### config.mk
export PLATFORM = sky130hd
export DESIGN_NAME = interrupt_arbiter
export DESIGN_NICKNAME = d
export VERILOG_FILES = /design/src/rtl/interrupt_arbiter.sv
export SDC_FILE = /design/constraint.sdc
export NUM_CORES = 1
export LEC_CHECK = 0
export BUFFER_PORTS_ARGS = -buffer_cell sky130_fd_sc_hd__buf_4
export CAP_MARGIN = 20
export CORE_AREA = 2 2 47 49
export DETAILED_ROUTE_END_ITERATION = 8
export DIE_AREA = 0 0 49 51
export PLACE_DENSITY = 0.69
export SKIP_CTS_REPAIR_TIMING = 1
export SLEW_MARGIN = 20
export SYNTH_ARGS = -nofsm -noshare
export SYNTH_HDL_FRONTEND = slang
export SYNTH_SLANG_ARGS = --single-unit
### constraint.sdc
create_clock -name clk -period 4.43 [get_ports clk]
set_input_delay 0.6645 -clock clk [delete_from_list [all_inputs] [get_ports clk]]
set_output_delay 0.6645 -clock clk [all_outputs]
set_load 0.01 [all_outputs]
### src/rtl/interrupt_arbiter.sv
// Interrupt/trap arbiter: synchronizes NMI, tracks single-step TF, runs the INTA
// handshake with the interrupt controller and presents one vector to the sequencer.
module interrupt_arbiter #(
   parameter logic [7:0] NMI_VECTOR  = 8'h02,
   parameter logic [7:0] TRAP_VECTOR = 8'h01
) (
   input  logic        clk,
   input  logic        reset_n,
   input  logic [15:0] flags_in,
   input  logic        nmi,
   input  logic        intr,
   input  logic        instr_boundary,
   input  logic        inhibit,
   input  logic [7:0]  pic_vector,
   input  logic        pic_vector_valid,
   output logic        inta,
   output logic        int_req,
   output logic [7:0]  int_vector,
   input  logic        int_ack
);

   typedef enum logic [1:0] {
      IDLE    = 2'd0,
      PIC_ACK = 2'd1,
      REQ     = 2'd2
   } state_t;

   state_t     state_r, next_state_s;
   logic [7:0] next_vector_s;
   logic       take_nmi_s;
   logic       accept_s;
   logic       nmi_sync1_r, nmi_sync2_r, nmi_prev_r;
   logic       nmi_edge_s;
   logic       nmi_pending_r;
   logic       tf_armed_r;
   logic       unused_flags_s;

   assign unused_flags_s = ^{flags_in[15:10], flags_in[7:0]};
   assign nmi_edge_s     = nmi_sync2_r & ~nmi_prev_r;
   assign accept_s       = (state_r == REQ) & int_ack;

   // NMI synchronizer, edge history and pending flag (a new edge wins over the clear)
   always_ff @(posedge clk or negedge reset_n) begin
      if (!reset_n) begin
         nmi_sync1_r   <= 1'b0;
         nmi_sync2_r   <= 1'b0;
         nmi_prev_r    <= 1'b0;
         nmi_pending_r <= 1'b0;
      end else begin
         nmi_sync1_r   <= nmi;
         nmi_sync2_r   <= nmi_sync1_r;
         nmi_prev_r    <= nmi_sync2_r;
         nmi_pending_r <= nmi_edge_s | (nmi_pending_r & ~take_nmi_s);
      end
   end

   // Single-step arming: sampled at boundaries seen in IDLE, cleared by handler entry
   always_ff @(posedge clk or negedge reset_n) begin
      if (!reset_n) begin
         tf_armed_r <= 1'b0;
      end else if (accept_s) begin
         tf_armed_r <= 1'b0;
      end else if ((state_r == IDLE) && instr_boundary) begin
         tf_armed_r <= flags_in[8];
      end else begin
         tf_armed_r <= tf_armed_r;
      end
   end

   // Next-state and vector selection
   always_comb begin
      next_state_s  = state_r;
      next_vector_s = int_vector;
      take_nmi_s    = 1'b0;
      case (state_r)
         IDLE: begin
            if (instr_boundary && !inhibit) begin
               if (nmi_pending_r) begin
                  take_nmi_s    = 1'b1;
                  next_vector_s = NMI_VECTOR;
                  next_state_s  = REQ;
               end else if (intr && flags_in[9]) begin
                  next_state_s = PIC_ACK;
               end else if (tf_armed_r) begin
                  next_vector_s = TRAP_VECTOR;
                  next_state_s  = REQ;
               end else begin
                  next_state_s = IDLE;
               end
            end else begin
               next_state_s = IDLE;
            end
         end
         PIC_ACK: begin
            if (pic_vector_valid) begin
               next_vector_s = pic_vector;
               next_state_s  = REQ;
            end else begin
               next_state_s = PIC_ACK;
            end
         end
         REQ: begin
            if (int_ack) begin
               next_state_s = IDLE;
            end else begin
               next_state_s = REQ;
            end
         end
         default: begin
            next_state_s = IDLE;
         end
      endcase
   end

   // State and registered outputs, decoded from the next state
   always_ff @(posedge clk or negedge reset_n) begin
      if (!reset_n) begin
         state_r    <= IDLE;
         inta       <= 1'b0;
         int_req    <= 1'b0;
         int_vector <= 8'h00;
      end else begin
         state_r    <= next_state_s;
         inta       <= (next_state_s == PIC_ACK);
         int_req    <= (next_state_s == REQ);
         int_vector <= next_vector_s;
      end
   end

endmodule

==> flow_summary.json <==
{
  "outcome": "finished, final reports clean",
  "synth_cells": 66,
  "ys.warnings.count": 0,
  "grt_pass1_wl_um": 2350,
  "multi_input_area_sq_um": 282,
  "period_minus_slack_ns": 2.02,
  "fp.dieH_um": 51,
  "critical_path_arrival_ns": 2.20,
  "rows": 17,
  "critPathKind": "register to register",
  "diodes": 0,
  "cp_top_family": "simple AND/OR/NAND/NOR gates",
  "r2r_start": "state_r[0]",
  "clk_latency_ns": 0.29,
  "grt_usage_pct": 13.2,
  "slew_violations": 0,
  "cp_max_fo": 8,
  "drt_iter0_drc": 4,
  "cts-root-buf": "clkbuf_4",
  "final.setup_skew_ns": 0.00642,
  "critPathCaptureType": "register",
  "netlist_area_sq_um": 749,
  "synth_area_leaders": "dfrtp_1, mux2i_1, nand2_1, inv_1, mux2_4",
  "detail_route.wl_per_cell_um": 11.0,
  "hold_path_class": "input port to async pin",
  "die_x_um": 49,
  "dp_hpwl_um": 1010,
  "leakage_nw": 0.482,
  "gp_congestion": 0.701,
  "layout_common_cells": "buf_4, dfrtp_1, nand2_1",
  "critical_path.startpoint_type": "register",
  "final_common_cell": "buf_4",
  "syn_area_per_cell_sq_um": 11.4,
  "core_area_sq_um": 2060,
  "cp_num_buf_inv": 0,
  "io_pins": 42,
  "grt_pass1_vias": 542,
  "hold_viol": 0,
  "route.detailed.drc": 0,
  "cts_made_buffers": 3,
  "power.total_mw": 0.361,
  "die_area_sq_um": 2500,
  "maxCapViolations": 0,
  "cp.required_ns": 4.61,
  "syn_nets": 98,
  "crit_chain": "or4b_1 -> a22oi_4 -> mux2_4",
  "io_buffer_count": 27,
  "min_period_over_period_pct": 45.6,
  "final_nets": 128,
  "synth.largest_area_cell": "dfrtp_1",
  "slew_headroom_pct": 60.4,
  "crit_start": "state_r[0]",
  "synth-seq-cells": 17,
  "vias": 548,
  "clkTransAtPathRegs_ns": 0.10,
  "fillers": 198,
  "final_area_sq_um": 1010,
  "grt_overflow": 0,
  "antenna_found_initial": 0,
  "synthToLayoutAreaGrowth_pct": 34.2,
  "start_util_pct": 36.3,
  "final_layout_size_suffix_gt1_share_pct": 37.9,
  "setup-tns-final_ns": 0,
  "rsz0062_at_grt": "no",
  "htree_levels": 1,
  "ir_drop_mv": 0.192,
  "yosysUniqueCellTypes": 19,
  "postRouteAntennaNets": 0,
  "cpPeakStageDelay_ns": 0.67,
  "fmax_mhz": 495,
  "area.sequential_sq_um": 425,
  "ys_seq_area_share_pct": 56.8,
  "finalSetupViolCount": 0,
  "wirelength_um": 1350,
  "cts_tree": "done",
  "placed_cell_area_sq_um": 978,
  "clockBufferDepth": 2,
  "grt_max_degree": 18,
  "synth.top_cell.area_share_pct": 56.8,
  "routed_via_density": 4.46,
  "cts_sinks": 17,
  "power_density_nw_per_um2": 359,
  "cpMaxStageDelayCell": "or4b_1",
  "hold_ws_ns": 0.207,
  "firstDrtPassIters": 2,
  "tightest_slew_ns": 0.593
}
-- stage by stage --
step	std cells	util, %	setup WS (ns)
3_3_place_gp	119	47.4	2.16
4_1_cts	123	48.8	2.40
3_5_place_dp	119	47.4	2.15
6_report	123	48.8	2.41
5_1_grt	123	48.8	2.32
2_1_floorplan	66	-	2.38
-- logic make-up (layout without fill, tap and decap cells) --
family | count (synthesis) | after routing | share of synthesized area [%]
mux | 9 | 9 | 13.5
flops | 17 | 17 | 56.8
simple gates | 17 | 17 | 11.0
buf+inv | 11 | 40 | 5.67
compound gates | 12 | 12 | 13.0
-- per-layer routing --
layer / up-vias / routed length (um) / global-route usage, %
met5: - / 0 / 0
met4: 0 / 48 / 12.9
met3: 4 / 86 / 3.22
met2: 14 / 644 / 19.2
met1: 251 / 571 / 15.8
li1: 279 / - / -
-- registers in the layout (all words and copies together) (netlist names) --
name,count
int_vector,8
state_r,2
int_req,1
inta,1
nmi_pending_r,1
nmi_prev_r,1
nmi_sync1_r,1
nmi_sync2_r,1
tf_armed_r,1
-- worst reg2reg max path: stages (launching register included) --
cell and delay, ns:
dfrtp_1 0.47, or4b_1 0.68, a22oi_4 0.42, mux2_4 0.34
-- Yosys cell counts --
master     count
mux2_2         1
inv_1          9
o32ai_1        2
a21oi_1        1
mux2_4         2
dfrtp_1       17
buf_2          1
or4b_1         1
nor2b_1        2
nor2_1         2
clkbuf_1       1
nand3b_1       2
o21ai_0        4
nand2_1       10
a22oi_4        1
a2bb2oi_1      1
a21bo_2        1
mux2i_1        6
o211ai_1       2
-- power by group --
group | switching, mW | internal, mW
Sequential | 0.0149 | 0.175
Clock | 0.0488 | 0.0336
Combinational | 0.0353 | 0.0536
-- cell type report --
cell class | instances | share of cell area (%)
flip-flops and latches | 17 | 42.3
clock buffers | 3 | 2.24
repair buffers | 27 | 20.1
inverters | 9 | 3.36
clock inverters | 1 | 0.498
multi-input cells | 38 | 28.0
well taps | 28 | 3.48
-- worst paths after layout --
kind	to	slack, ns	cells after the start
max	int_vector[1]	2.41	3
min reg2reg	nmi_sync2_r	0.36	0
max reg2reg	int_vector[1]	2.41	3
min	inta	0.21	1
min in group clk	nmi_sync2_r	0.36	0
max in group asynchronous	int_vector[3]	4.04	1
(Power assumes the default switching activity.)
